### src/rtl/booth_r4_pkg.sv
// Shared types and the radix-4 Booth digit encoder function for the sequential
// Booth multiplier.
package booth_r4_pkg;

  typedef enum logic [1:0] {
    IDLE = 2'd0,
    RUN  = 2'd1,
    DONE = 2'd2
  } booth_state_t;

  typedef struct packed {
    logic neg;
    logic one;
    logic two;
  } booth_dig_t;

  // Triplet is {b[2i+1], b[2i], b[2i-1]}; the digit is -2*t[2] + t[1] + t[0].
  function automatic booth_dig_t booth_encode(input logic [2:0] trip);
    booth_dig_t dig;
    dig.neg = trip[2];
    dig.one = trip[1] ^ trip[0];
    dig.two = (trip == 3'b100) || (trip == 3'b011);
    return dig;
  endfunction

endpackage

### src/rtl/booth_r4_enc.sv
// Combinational radix-4 Booth encoder: one multiplier triplet to a
// {neg, one, two} digit.
module booth_r4_enc
  import booth_r4_pkg::*;
(
  input  logic [2:0] i_trip,
  output booth_dig_t o_dig
);

  assign o_dig = booth_encode(i_trip);

endmodule

### src/rtl/booth_r4_seq_mult.sv
// Sequential signed radix-4 Booth multiplier, one digit per cycle, with optional
// truncation of the low product columns of every partial product.
module booth_r4_seq_mult
  import booth_r4_pkg::*;
#(
  parameter int N           = 8,
  parameter int APPROX_COLS = 0
) (
  input  logic                  clk,
  input  logic                  rst,
  input  logic                  in_valid,
  output logic                  in_ready,
  input  logic signed [N-1:0]   a,
  input  logic signed [N-1:0]   b,
  output logic                  out_valid,
  input  logic                  out_ready,
  output logic signed [2*N-1:0] p
);

  localparam int                  CNT_W      = (N / 2 > 1) ? $clog2(N / 2) : 1;
  localparam logic [CNT_W-1:0]    LAST_DIG   = CNT_W'(N / 2 - 1);
  localparam logic [2*N-1:0]      TRUNC_MASK = {(2 * N){1'b1}} << APPROX_COLS;

  // Clearing the low columns floors the partial product, also for negative values.
  function automatic logic signed [2*N-1:0] trunc_pp(input logic signed [2*N-1:0] pp);
    return pp & TRUNC_MASK;
  endfunction

  booth_state_t           r_state;
  booth_state_t           w_state_nxt;
  logic signed [2*N-1:0]  r_mcand;
  logic [N:0]             r_bext;
  logic signed [2*N-1:0]  r_acc;
  logic signed [2*N-1:0]  r_p;
  logic [CNT_W-1:0]       r_i;

  logic                   w_accept;
  logic                   w_last;
  logic                   w_consume;
  booth_dig_t             w_dig;
  logic signed [2*N-1:0]  w_pp_mag;
  logic signed [2*N-1:0]  w_pp;
  logic signed [2*N-1:0]  w_acc_nxt;

  assign w_accept  = in_valid && (r_state == IDLE);
  assign w_last    = (r_state == RUN) && (r_i == LAST_DIG);
  assign w_consume = out_ready && (r_state == DONE);

  booth_r4_enc u_enc (
    .i_trip (r_bext[2:0]),
    .o_dig  (w_dig)
  );

  always_ff @(posedge clk) begin
    if (rst) r_state <= IDLE;
    else     r_state <= w_state_nxt;
  end

  always_comb begin
    w_state_nxt = r_state;
    case (r_state)
      IDLE:    if (w_accept)  w_state_nxt = RUN;
      RUN:     if (w_last)    w_state_nxt = DONE;
      DONE:    if (w_consume) w_state_nxt = IDLE;
      default:                w_state_nxt = IDLE;
    endcase
  end

  always_comb begin
    in_ready  = (r_state == IDLE);
    out_valid = (r_state == DONE);
  end

  assign p = r_p;

  // r_mcand already carries the 2i shift, so the selected multiple needs no extra shifter.
  always_comb begin
    w_pp_mag = '0;
    if (w_dig.one)      w_pp_mag = r_mcand;
    else if (w_dig.two) w_pp_mag = r_mcand <<< 1;
    w_pp      = w_dig.neg ? -w_pp_mag : w_pp_mag;
    w_acc_nxt = r_acc + trunc_pp(w_pp);
  end

  always_ff @(posedge clk) begin
    if (w_accept) begin
      r_mcand <= {{N{a[N-1]}}, a};
      r_bext  <= {b, 1'b0};
    end else if (r_state == RUN) begin
      r_mcand <= r_mcand <<< 2;
      r_bext  <= r_bext >> 2;
    end
  end

  always_ff @(posedge clk) begin
    if (rst) begin
      r_acc <= '0;
      r_i   <= '0;
      r_p   <= '0;
    end else if (w_accept) begin
      r_acc <= '0;
      r_i   <= '0;
    end else if (r_state == RUN) begin
      r_acc <= w_acc_nxt;
      r_i   <= r_i + CNT_W'(1);
      if (w_last) r_p <= w_acc_nxt;
    end
  end

endmodule

### config.mk
export PLATFORM = sky130hd
export DESIGN_NAME = booth_r4_seq_mult
export DESIGN_NICKNAME = d
export VERILOG_FILES = /design/src/rtl/booth_r4_pkg.sv /design/src/rtl/booth_r4_enc.sv /design/src/rtl/booth_r4_seq_mult.sv
export SDC_FILE = /design/constraint.sdc
export NUM_CORES = 1
export LEC_CHECK = 0
export ABC_AREA = 0
export BUFFER_PORTS_ARGS = -buffer_cell sky130_fd_sc_hd__buf_2
export CAP_MARGIN = 20
export CORE_UTILIZATION = 45
export DETAILED_ROUTE_END_ITERATION = 16
export GPL_TIMING_DRIVEN = 0
export PLACE_DENSITY = 0.73
export REMOVE_ABC_BUFFERS = 1
export SLEW_MARGIN = 20
export SYNTH_ARGS = -nofsm -noshare
export SYNTH_HDL_FRONTEND = slang
export SYNTH_SLANG_ARGS = --single-unit
### constraint.sdc
create_clock -name clk -period 4.4 [get_ports clk]
set_input_delay 1.32 -clock clk [delete_from_list [all_inputs] [get_ports clk]]
set_output_delay 1.32 -clock clk [all_outputs]
set_load 0.02 [all_outputs]
### Yosys cells after proc, flatten, opt, wreduce, memory -nomap -nowiden

Index checks and enable logic that the tools add are counted.

| operators by class | value |
|---|---|
| reduce and logical (&&, ||, !) cells | 9 |
| equality and inequality tests | 8 |
| add/sub/neg operators | 3 |
| multiplexer cells | 11 |
| bitwise gates (word level) | 2 |

Operators with widths:

| cell | number |
|---|---|
| $mux 16 | 5 |
| $mux 9 | 2 |
| $add 16x16->16 | 1 |
| $neg 16->16 | 1 |
| $mux 2 | 3 |
| $pmux 2 s3 | 1 |
| $reduce_and 3->1 | 2 |
| $eq 2x2->1 const B | 2 |
| $ne 2x1->1 const B | 2 |
| $eq 3x2->1 const B | 1 |
| $eq 3x3->1 const B | 1 |
| $logic_and 1x1->1 | 3 |
| $add 2x1->2 const B | 1 |
| $eq 2x1->1 const B | 1 |
| $logic_not 2->1 | 1 |
| $ne 2x2->1 const B | 1 |
| $reduce_bool 2->1 | 1 |
| $reduce_or 2->1 | 1 |
| $logic_or 1x1->1 | 1 |
| $not 1->1 | 1 |
| $xor 1x1->1 | 1 |

| word-level totals | value |
|---|---|
| word-level logic and storage cells | 40 |
| bits in registers | 61 |

### Logic depth before layout (Yosys ltp)

Gate-level depths: netlist (run 1).

| depth | value |
|---|---|
| depth in word-level cells | 7 |
| gate-level depth with buffers | 20 |
| depth with buffers taken out | 19 |

### Hierarchy

A second synthesis (run 1) with hierarchy kept.

| unflattened totals | value |
|---|---|
| cells, all modules | 418 |
| area, all modules | 3657.3 µm² |

Modules (own cells, without submodules):

| module | cells an instance | area each (µm²) | instances |
|---|---|---|---|
| booth_r4_seq_mult | 412 | 3602.2 | 1 |
| booth_r4_enc | 6 | 55.1 | 1 |

### Least setup slack after synthesis (run 1)

Ideal clock, no wire load.

| timing | value |
|---|---|
| kind | register -> register |
| start point | register r_bext[0] |
| end point | register r_acc[15] |
| setup slack | 622 ps |
| clock period less this slack | 3778 ps |
| path buffers | 3 |
| data required time | 4330 ps |
| stages on the path, launching flop included | 21 |
| library setup time | 70 ps |
| arrival | 3708 ps |
| cells stage by stage | dfxtp_1 -> inv_1 -> ha_1 -> buf_2 -> clkbuf_1 -> buf_1 -> a22oi_1 -> ha_1 -> o2111ai_2 -> nor3_2 -> o211ai_2 -> o21ai_2 -> xnor2_1 -> ha_1 -> a21oi_1 -> nor2b_1 -> nor4b_1 -> a32oi_1 -> xor2_1 -> nand2_1 -> a21oi_1 |

| on the way | value |
|---|---|
| cells in the longest elaborated chain, start to end | 7 |

Ends and longest elaborated chain:

| what | line | text |
|---|---|---|
| start: declaration | booth_r4_seq_mult.sv:32 | `logic [N:0] r_bext;` |
| start signal: assignment | booth_r4_seq_mult.sv:88 | `r_bext <= {b, 1'b0};` |
| start signal: assignment | booth_r4_seq_mult.sv:91 | `r_bext <= r_bext >> 2;` |
| $eq 3x3->1 / $eq 3x2->1 (equally long branches) | booth_r4_pkg.sv:22 | `dig.two = (trip == 3'b100) \|\| (trip == 3'b011);` |
| $logic_or 1x1->1 | booth_r4_pkg.sv:22 |  |
| $mux 16 | booth_r4_seq_mult.sv:80 | `else if (w_dig.two) w_pp_mag = r_mcand <<< 1;` |
| $mux 16 (*) | booth_r4_seq_mult.sv:79 | `if (w_dig.one) w_pp_mag = r_mcand;` |
| $neg 16->16 | booth_r4_seq_mult.sv:81 | `w_pp = w_dig.neg ? -w_pp_mag : w_pp_mag;` |
| $mux 16 (*) | booth_r4_seq_mult.sv:81 |  |
| $add 16x16->16 (*) | booth_r4_seq_mult.sv:82 | `w_acc_nxt = r_acc + trunc_pp(w_pp);` |
| end signal: assignment | booth_r4_seq_mult.sv:104 | `r_acc <= w_acc_nxt;` |
| end: declaration | booth_r4_seq_mult.sv:33 | `logic signed [2*N-1:0] r_acc;` |

Every way passes the cells marked *; elsewhere a longest branch is shown, timed or not.
A chain may end at the register's enable or synchronous reset.

### Final worst setup path (run 1)

| timing | value |
|---|---|
| start point | register r_bext[1] |
| end point | register r_acc[15] |

The elaborated chain is that of the path after synthesis.

==> results.cfg, run 1 <==
[critical_path]
crit_chain = ha_1, mux2i_4, nor2_2, a22oi_1, ha_1, o2111ai_2, nor3_2, o211ai_2, o21ai_2, xnor2_1, ha_1, a21oi_1, nor2b_1, nor4b_1, a32oi_1, xor2_1, nand2_1, a21oi_1
path_buf_inv = 0
ff2ff_setup_slack_ps = 430
critPathMaxFanout = 11
path_depth = 18
crit_family = compound AO/OA/AOI/OAI gates
setup.worst_path.start = r_bext[1]
path_class = flop to flop
crit_path_start_kind = flop
cp.required_ps = 4670
arrival_ps = 4240
crit_end = r_acc[15]
reg2reg_depth = 18
reg2reg_to = r_acc[15]
end_kind = flop
r2r-start = r_bext[1]
slowest_stage = edfxtp_1
crit_top_cell = ha_1
cp_slowest_stage_delay_ps = 400

[global_route]
grt_max_degree = 31
gr-total-overflow = 0
grt_pass1_vias = 2865
antenna_found_initial = 0
grt_first_pass_wirelength_um = 13500
grt_usage = 0.199

[final_layout]
final_layout_size_suffix_gt1_frac = 0.151
fin_nets = 503
seq_area_um2 = 1460
multiInputGateArea_um2 = 2160
area_growth_pct = 13.3
n_fill_cell = 751
diodes = 0

[cts]
cts_tree = done
root_buffer = clkbuf_8
h-tree-depth = 3
numCtsBuffers = 9
clock_latency_ps = 350
cts_buffer_depth = 2
clkSinkCount = 61
path_clk_slew_ps = 80
postCtsHoldBufs = 0

[logic_synthesis]
synth-main-ff-cell = dfxtp_1
synthSimpleGateAreaFrac = 0.194
postSynthCellCount = 434
synth.distinct_cells = 51
yosysMostFrequentCell = nand2_1
synth_warnings = 0
synth_top_family_by_area = compound AO/OA/AOI/OAI gates
syn_area_per_cell_um2 = 8.61
ys_seq_area_frac = 0.391
synth_top_area_frac = 0.198
synth_compound_area_frac = 0.223
synth_edf_count = 24
yosys-top-cells-area = dfxtp_1, edfxtp_1, nand2_1
synth_xor_area_frac = 0.0610
synth-adder-area-share = 0.0790
synth_area_leader_cell = dfxtp_1
mappedNetlistArea_um2 = 3740
synth_mux_area_frac = 0.0121
synthTopCellsByCount = nand2_1, a21oi_1, dfxtp_1
asyncSetResetFlopFracSynth = 0
ys_ff_latch = 61

[timing]
period_share = 0.902
holdWs_ps = 452
tns_ps = 0
fmax_ghz = 0.252
fin_skew_ps = 11.1
drv_slew = 0
relSlewSlack = 0.362
worst_pin_slew_ps = 954
finalHoldViolations = 0
fin_crit_ps = 3970
setup_violations = 0

[route]
via_per_inst = 5.53
dr.pass1.iters = 5
wl_per_cell_um = 14.0
antenna_left = 0
via_count = 3137
drt_wl_total_um = 7950
drc = 0
drt_iter0_drc = 117

[floorplanning]
io_pins = 38
coreArea_um2 = 7890
dieWidth_um = 93.1
die-area_um2 = 8670
row_count = 32
die_y_um = 93.1
start_util = 0.474

[placed_design]
place_hpwl_um = 5440
place_congestion = 0.864
placement.io_buffers = 37

[status]
outcome = complete, no violations

[run]
timing.max_cap.violations = 0

[power]
leakage_nw = 1.76
power_density_nw_per_um2 = 442
irDropWorstVdd_mv = 0.317

[hold_path]
hp-class = flop to flop
[report_power, final]
part	internal, mW	switching (mW)	leakage [nW]
Combinational	0.256	0.363	1.11
Sequential	0.643	0.0471	0.543
Clock	0.321	0.240	0.110
Total	1.22	0.650	1.76
[layout make-up]
class	instances	area share
clock buffers	9	0.0293
clock inverters	7	0.0234
inverters	11	0.0106
multi-input cells	336	0.510
flip-flops and latches	61	0.345
well taps	102	0.0302
repair buffers	41	0.0508
[worst register-to-register path: cells and delay by family (launching register included)]
family	cells	cell delay (ps)
fa+ha+maj	3	770
xor+xnor	2	380
compound gates	7	1300
flops	1	400
simple gates	5	840
mux	1	210
[worst min-delay path by stage]
stage,startpoint,endpoint,slack [ps],cells past startpoint
floorplan,r_acc[8],r_acc[8],440,2
CTS,p[1],p[1],450,2
finish,p[10],p[10],450,2
global placement,p[8],p[8],440,2
global route,r_i[1],r_i[1],470,2
detailed placement,p[1],p[1],440,2
[metal layers]
metal,part of all wire,routed length (um),track usage
met5,0,0,0
met4,0.014,111,0.0731
met3,0.050,396,0.0496
met2,0.47,3740,0.316
met1,0.47,3710,0.262
[state kept, by name, indices dropped and copies added (netlist names)]
name	count
p	16
r_acc	16
r_bext	9
r_i	2
r_mcand	16
r_state	2
[cells in the final DEF (no fill, tap or decap), types with 4 or more instances in the layout]
master	Yosys	routed
xor2_1	8	8
and3_1	6	6
inv_1	10	10
edfxtp_1	24	24
a211oi_1	8	8
a32oi_1	4	4
dfxtp_1	37	37
a22oi_1	5	5
a22o_1	10	10
and2_1	5	5
buf_4	0	4
buf_2	2	37
xnor2_1	18	18
a21oi_1	43	43
nor2_1	14	13
nor3_1	8	8
o31ai_1	5	5
nor2b_1	8	7
ha_1	22	21
nand2b_1	7	7
o21ai_0	22	22
clkbuf_8	0	9
nand3_1	6	6
nand2_1	91	91
a21o_1	14	14
[logic make-up (layout without fill, tap and decap cells)]
logic type                 Yosys count  count (layout)
DFF                                 61              61
buffers and inverters               37              68
AOI/OAI and AO/OA                  127             127
and+or+nand+nor                    156             156
xor gates and xnor gates            26              26
muxes                                4               4
adders and majority gates           23              23
[per-stage QoR]
step / util / worst slack [ps] / std cells / total power [mW] / cell area [um^2]
finish: 0.537 / 430 / 567 / 1.87 / 4230
global route: 0.537 / -18.3 / 567 / 1.99 / 4230
CTS: 0.530 / 99.5 / 564 / 1.86 / 4180
detailed placement: 0.501 / -157 / 547 / 1.29 / 3950
global placement: 0.500 / -117 / 547 / 1.28 / 3940
floorplan: - / 487 / 408 / 1.17 / 3630
[what timing repair did]
| action | 4_1_cts | 5_1_grt |
|---|---|---|
| setup endpoints to repair | 5 | 13 |
| pin swaps | 0 | 1 |
| gates resized for setup | 1 | 5 |
| setup buffers | 1 | 3 |
No activity file was read; power rests on OpenSTA's default activity.
==> inputs of run 2 (changes only) <==
--- a/config.mk
+++ b/config.mk
@@ -6,12 +6,14 @@
 export NUM_CORES = 1
 export LEC_CHECK = 0
 export ABC_AREA = 0
-export BUFFER_PORTS_ARGS = -buffer_cell sky130_fd_sc_hd__buf_2
 export CAP_MARGIN = 20
+export CELL_PAD_IN_SITES_DETAIL_PLACEMENT = 0
+export CELL_PAD_IN_SITES_GLOBAL_PLACEMENT = 1
 export CORE_UTILIZATION = 45
 export DETAILED_ROUTE_END_ITERATION = 16
+export DONT_BUFFER_PORTS = 1
 export GPL_TIMING_DRIVEN = 0
-export PLACE_DENSITY = 0.73
+export PLACE_DENSITY = 0.84
 export REMOVE_ABC_BUFFERS = 1
 export SLEW_MARGIN = 20
 export SYNTH_ARGS = -nofsm -noshare
==> run 2 against run 1 <==
Via count down 3.8%. Clock skew up 2.2 ps. Register-to-register slack about the same. Design area down 5.3%. Clock-buffer cell count unchanged. Critical path type unchanged. Largest cell class unchanged.
==> results.cfg, run 2 (synthesis results as in run 1) <==
[status]
outcome = complete, no violations

[critical_path]
arrival_ps = 4250
crit_path_start_kind = flop
slowest_stage = edfxtp_1
cp.required_ps = 4680
crit_top_cell = ha_1
crit_family = compound AO/OA/AOI/OAI gates
cp_slowest_stage_delay_ps = 400
critPathMaxFanout = 11
crit_chain = ha_1, mux2i_4, nor2_2, a22oi_1, ha_1, o2111ai_2, nor3_2, o211ai_2, o21ai_2, xnor2_1, ha_1, a21oi_1, nor2b_1, nor4b_1, a32oi_1, xor2_1, nand2_1, a21oi_1
path_class = flop to flop
path_buf_inv = 0
end_kind = flop

[power]
p_int_mw = 1.10
irDropWorstVdd_mv = 0.200
p_clk_frac = 0.257
finalPower_mw = 1.75
combPwrFrac = 0.348
seqPwrFrac = 0.394
p_sw_frac = 0.373
leakage_nw = 1.57
power_density_nw_per_um2 = 438
switchingPower_mw = 0.654

[route]
via_per_inst = 5.68
wl_per_cell_um = 15.8
drc = 0
drt_iter0_drc = 255
dr.pass1.iters = 4
drt_wl_total_um = 8410
antenna_left = 0
via_count = 3017

[floorplanning]
die-area_um2 = 8670
start_util = 0.474
die_y_um = 93.1
io_pins = 38
coreArea_um2 = 7890
row_count = 32
dieWidth_um = 93.1

[final_layout]
diodes = 0
final_cell_count_no_fill = 531
mostFrequentLayoutCells = nand2_1, a21oi_1, dfxtp_1, edfxtp_1, o21ai_0
area_growth_pct = 7.27
fin_nets = 467
n_fill_cell = 739
final_common_cell = nand2_1
final_layout_size_suffix_gt1_frac = 0.0793

[timing]
setup_violations = 0
period_share = 0.903
fin_skew_ps = 13.2
relSlewSlack = 0.357
fmax_ghz = 0.252
finalHoldViolations = 0
drv_slew = 0
holdWs_ps = 461
fin_crit_ps = 3970
rsz0062_at_grt = no
worst_pin_slew_ps = 962

[run]
timing.max_cap.violations = 0

[placed_design]
place_hpwl_um = 5640
placement.io_buffers = 0
dp_cells = 510
place_congestion = 0.825

[cts]
postCtsHoldBufs = 0
cts_tree = done
clock_latency_ps = 360
cts_buffer_depth = 2
clkSinkCount = 61
root_buffer = clkbuf_8
path_clk_slew_ps = 80
numCtsBuffers = 9
h-tree-depth = 3

[global_route]
gr-total-overflow = 0
grt_max_degree = 31
grt_first_pass_wirelength_um = 13600
grt_usage = 0.206
grt_pass1_vias = 2801
antenna_found_initial = 0

[hold_path]
hp-class = flop to flop
run 2: cell types whose count changed in the layout (fill, tap and decap cells not counted), sizes merged:
cell | before | now
clkinvlp | 2 | 3
clkinv | 3 | 4
bufinv | 2 | 0
buf | 41 | 5
run 2: layer usage:
metal,track usage,routed length [um]
met5,0,0
met1,0.260,3930
met3,0.0496,324
met2,0.339,4030
met4,0.0782,134
run 2: final timing paths:
path | from | to | slack, ps | cells past startpoint
setup / recovery | r_bext[1] | r_acc[15] | 430 | 18
hold / removal | r_acc[0] | r_acc[0] | 460 | 2
setup reg to reg | r_bext[1] | r_acc[15] | 430 | 18
hold reg to reg | r_acc[0] | r_acc[0] | 460 | 2
run 2: repair_timing:
item                                    CTS  global route
gates resized for setup                   1             5
buffers inserted                          1             4
gates cloned                              0             0
pin swaps                                 0             1
endpoints found under the setup margin    9            17
run 2: layout make-up:
| cell class | instances | area, um^2 | area share |
|---|---|---|---|
| clock buffer | 9 | 124 | 0.0309 |
| multi-input combinational | 336 | 2160 | 0.539 |
| timing repair buffer | 5 | 37.5 | 0.00937 |
| sequential | 61 | 1460 | 0.365 |
| clock inverter | 7 | 51.3 | 0.0128 |
| tap | 102 | 128 | 0.0318 |
| inverter | 11 | 45.0 | 0.0112 |
run 2: worst register-to-register path, cell delays in order, from the launching register on:
cell and delay [ps]:
edfxtp_1 400, ha_1 240, mux2i_4 210, nor2_2 140, a22oi_1 230, ha_1 230
o2111ai_2 170, nor3_2 300, o211ai_2 150, o21ai_2 160, xnor2_1 180, ha_1 310
a21oi_1 240, nor2b_1 80, nor4b_1 260, a32oi_1 160, xor2_1 200, nand2_1 70
a21oi_1 160
run 2: through the flow:
stage | worst slack (ps) | setup TNS (ps) | area, um^2 | utilization
2_1_floorplan | 487 | 0 | 3630 | -
3_3_place_gp | -225 | -671 | 3760 | 0.476
3_5_place_dp | -241 | -1020 | 3760 | 0.477
4_1_cts | 36.2 | 0 | 3950 | 0.501
5_1_grt | 68.2 | 0 | 4010 | 0.508
6_report | 428 | 0 | 4010 | 0.508
run 2: power groups by stage:
stage                     clock [mW]  sequential (mW)  combinational, mW
after floorplan                    0            0.693              0.474
after global placement             0            0.707              0.568
after detailed placement           0            0.708              0.579
after CTS                      0.460            0.693              0.589
after global routing           0.484            0.699              0.685
final                          0.451            0.692              0.611
==> inputs of run 3 (changes only) <==
--- a/config.mk
+++ b/config.mk
@@ -13,7 +13,7 @@
 export DETAILED_ROUTE_END_ITERATION = 16
 export DONT_BUFFER_PORTS = 1
 export GPL_TIMING_DRIVEN = 0
-export PLACE_DENSITY = 0.84
+export PLACE_DENSITY = 0.82
 export REMOVE_ABC_BUFFERS = 1
 export SLEW_MARGIN = 20
 export SYNTH_ARGS = -nofsm -noshare
==> run 3 against run 2 <==
Setup slack got worse by 100 ps. Maximum frequency fell by 2.5%. Critical path depth did not move. Clock skew fell by 4.8 ps. Wire length fell by 3.8%. Utilization fell by 0.41 points. Critical path type unchanged. Final cell count fell by 0.38%.
==> results.cfg, run 3 (synthesis results as in run 1) <==
[status]
outcome = complete, no violations

[global_route]
antenna_found_initial = 0
grt_max_degree = 31
grt_pass1_vias = 2923
grt_first_pass_wirelength_um = 13700
gr-total-overflow = 0
grt_usage = 0.205

[cts]
cts_tree = done
root_buffer = clkbuf_8
h-tree-depth = 3
clock_latency_ps = 340
postCtsHoldBufs = 0
path_clk_slew_ps = 70
clkSinkCount = 61
cts_buffer_depth = 2
numCtsBuffers = 9

[power]
leakage_nw = 1.56
seqPwrFrac = 0.401
p_sw_frac = 0.368
power_density_nw_per_um2 = 434
irDropWorstVdd_mv = 0.250
combPwrFrac = 0.351
finalPower_mw = 1.72
switchingPower_mw = 0.635
p_clk_frac = 0.248
p_int_mw = 1.09

[run]
timing.max_cap.violations = 0

[route]
drc = 0
drt_iter0_drc = 82
dr.pass1.iters = 4
via_per_inst = 5.59
via_count = 2959
antenna_left = 0
wl_per_cell_um = 15.3
drt_wl_total_um = 8090

[floorplanning]
start_util = 0.474
row_count = 32
dieWidth_um = 93.1
io_pins = 38
die-area_um2 = 8670
coreArea_um2 = 7890
die_y_um = 93.1

[final_layout]
final_util = 0.504
final_common_cell = nand2_1
mostFrequentLayoutCells = nand2_1, a21oi_1, dfxtp_1, edfxtp_1, o21ai_0
area_growth_pct = 6.40
final_layout_size_suffix_gt1_frac = 0.0749
fin_nets = 465
diodes = 0

[critical_path]
ff2ff_setup_slack_ps = 330
critPathMaxFanout = 30
crit_end = r_acc[15]
r2r-start = r_bext[0]
path_class = flop to flop
end_kind = flop
arrival_ps = 4330
setup.worst_path.start = r_bext[0]
reg2reg_depth = 18
cp.required_ps = 4660
crit_path_start_kind = flop
reg2reg_to = r_acc[15]

[hold_path]
holdPathStages = 2
hp-class = flop to flop

[placed_design]
placement.io_buffers = 0
place_congestion = 0.784
place_hpwl_um = 5630
place_ws_ps = -189

[timing]
relSlewSlack = 0.363
fmax_ghz = 0.245
finalHoldViolations = 0
worst_pin_slew_ps = 953
period_share = 0.926
fin_ws_ps = 326
fin_crit_ps = 4070
fin_skew_ps = 8.41
setup_violations = 0
drv_slew = 0
-- run 3: cell types whose count changed in the layout (fill, tap and decap cells not counted), sizes merged --
cell,before,now
inv,11,10
clkinvlp,3,4
buf,5,3
-- run 3: worst min-delay path by stage --
stage	startpoint	end	slack, ps
after floorplan	r_acc[8]	r_acc[8]	440
after global placement	r_i[1]	r_i[1]	450
after detailed placement	r_i[1]	r_i[1]	450
after CTS	r_i[1]	r_i[1]	460
after global routing	r_acc[14]	r_acc[14]	480
final	r_i[1]	r_i[1]	460
-- run 3: timing repair --
action	in CTS	in global routing
cloned	0	0
endpoints found under the setup margin	7	12
setup buffers	1	2
pin swaps	0	0
gates resized for setup	1	4
-- run 3: through the flow --
| stage | setup TNS, ps | hold slack, ps | area, um^2 | cells |
|---|---|---|---|---|
| finish | 0 | 462 | 3980 | 529 |
| global route | -14.0 | 484 | 3980 | 529 |
| global placement | -506 | 446 | 3760 | 510 |
| detailed placement | -613 | 453 | 3760 | 510 |
| floorplan | 0 | 436 | 3630 | 408 |
| CTS | 0 | 462 | 3940 | 527 |
-- run 3: power by group through the flow --
stage	clock network, mW	registers [mW]	logic, mW
after floorplan	0	0.693	0.474
after global placement	0	0.707	0.570
after detailed placement	0	0.708	0.583
after CTS	0.442	0.694	0.591
after global routing	0.470	0.699	0.681
final	0.428	0.692	0.605
-- run 3: final cells by class --
class                   count  area, um^2
fillers                   761        3910
well taps                 102         128
inverters                  11        45.0
clock buffers               9         124
repair buffers              3        22.5
clock inverters             7        42.5
multi-input cells         336        2150
flip-flops and latches     61        1460
-- run 3: per-layer routing --
metal | vias up | global-route usage | wire, um
met5 | - | 0 | 0
li1 | 1511 | - | -
met4 | 0 | 0.0692 | 55
met1 | 1378 | 0.270 | 3950
met2 | 65 | 0.333 | 3740
met3 | 5 | 0.0455 | 351
-- run 3: critical path: stages, from the launching register on --
cell and delay, ps:
dfxtp_1 350, inv_1 80, ha_4 450, nor2_2 170
a22oi_1 240, ha_1 220, o2111ai_2 140, nor3_2 280
o211ai_2 160, o21ai_2 170, xnor2_1 190, ha_1 320
a21oi_1 240, nor2b_1 80, nor4b_1 280, a32oi_1 170
xor2_1 200, nand2_1 70, a21oi_1 170
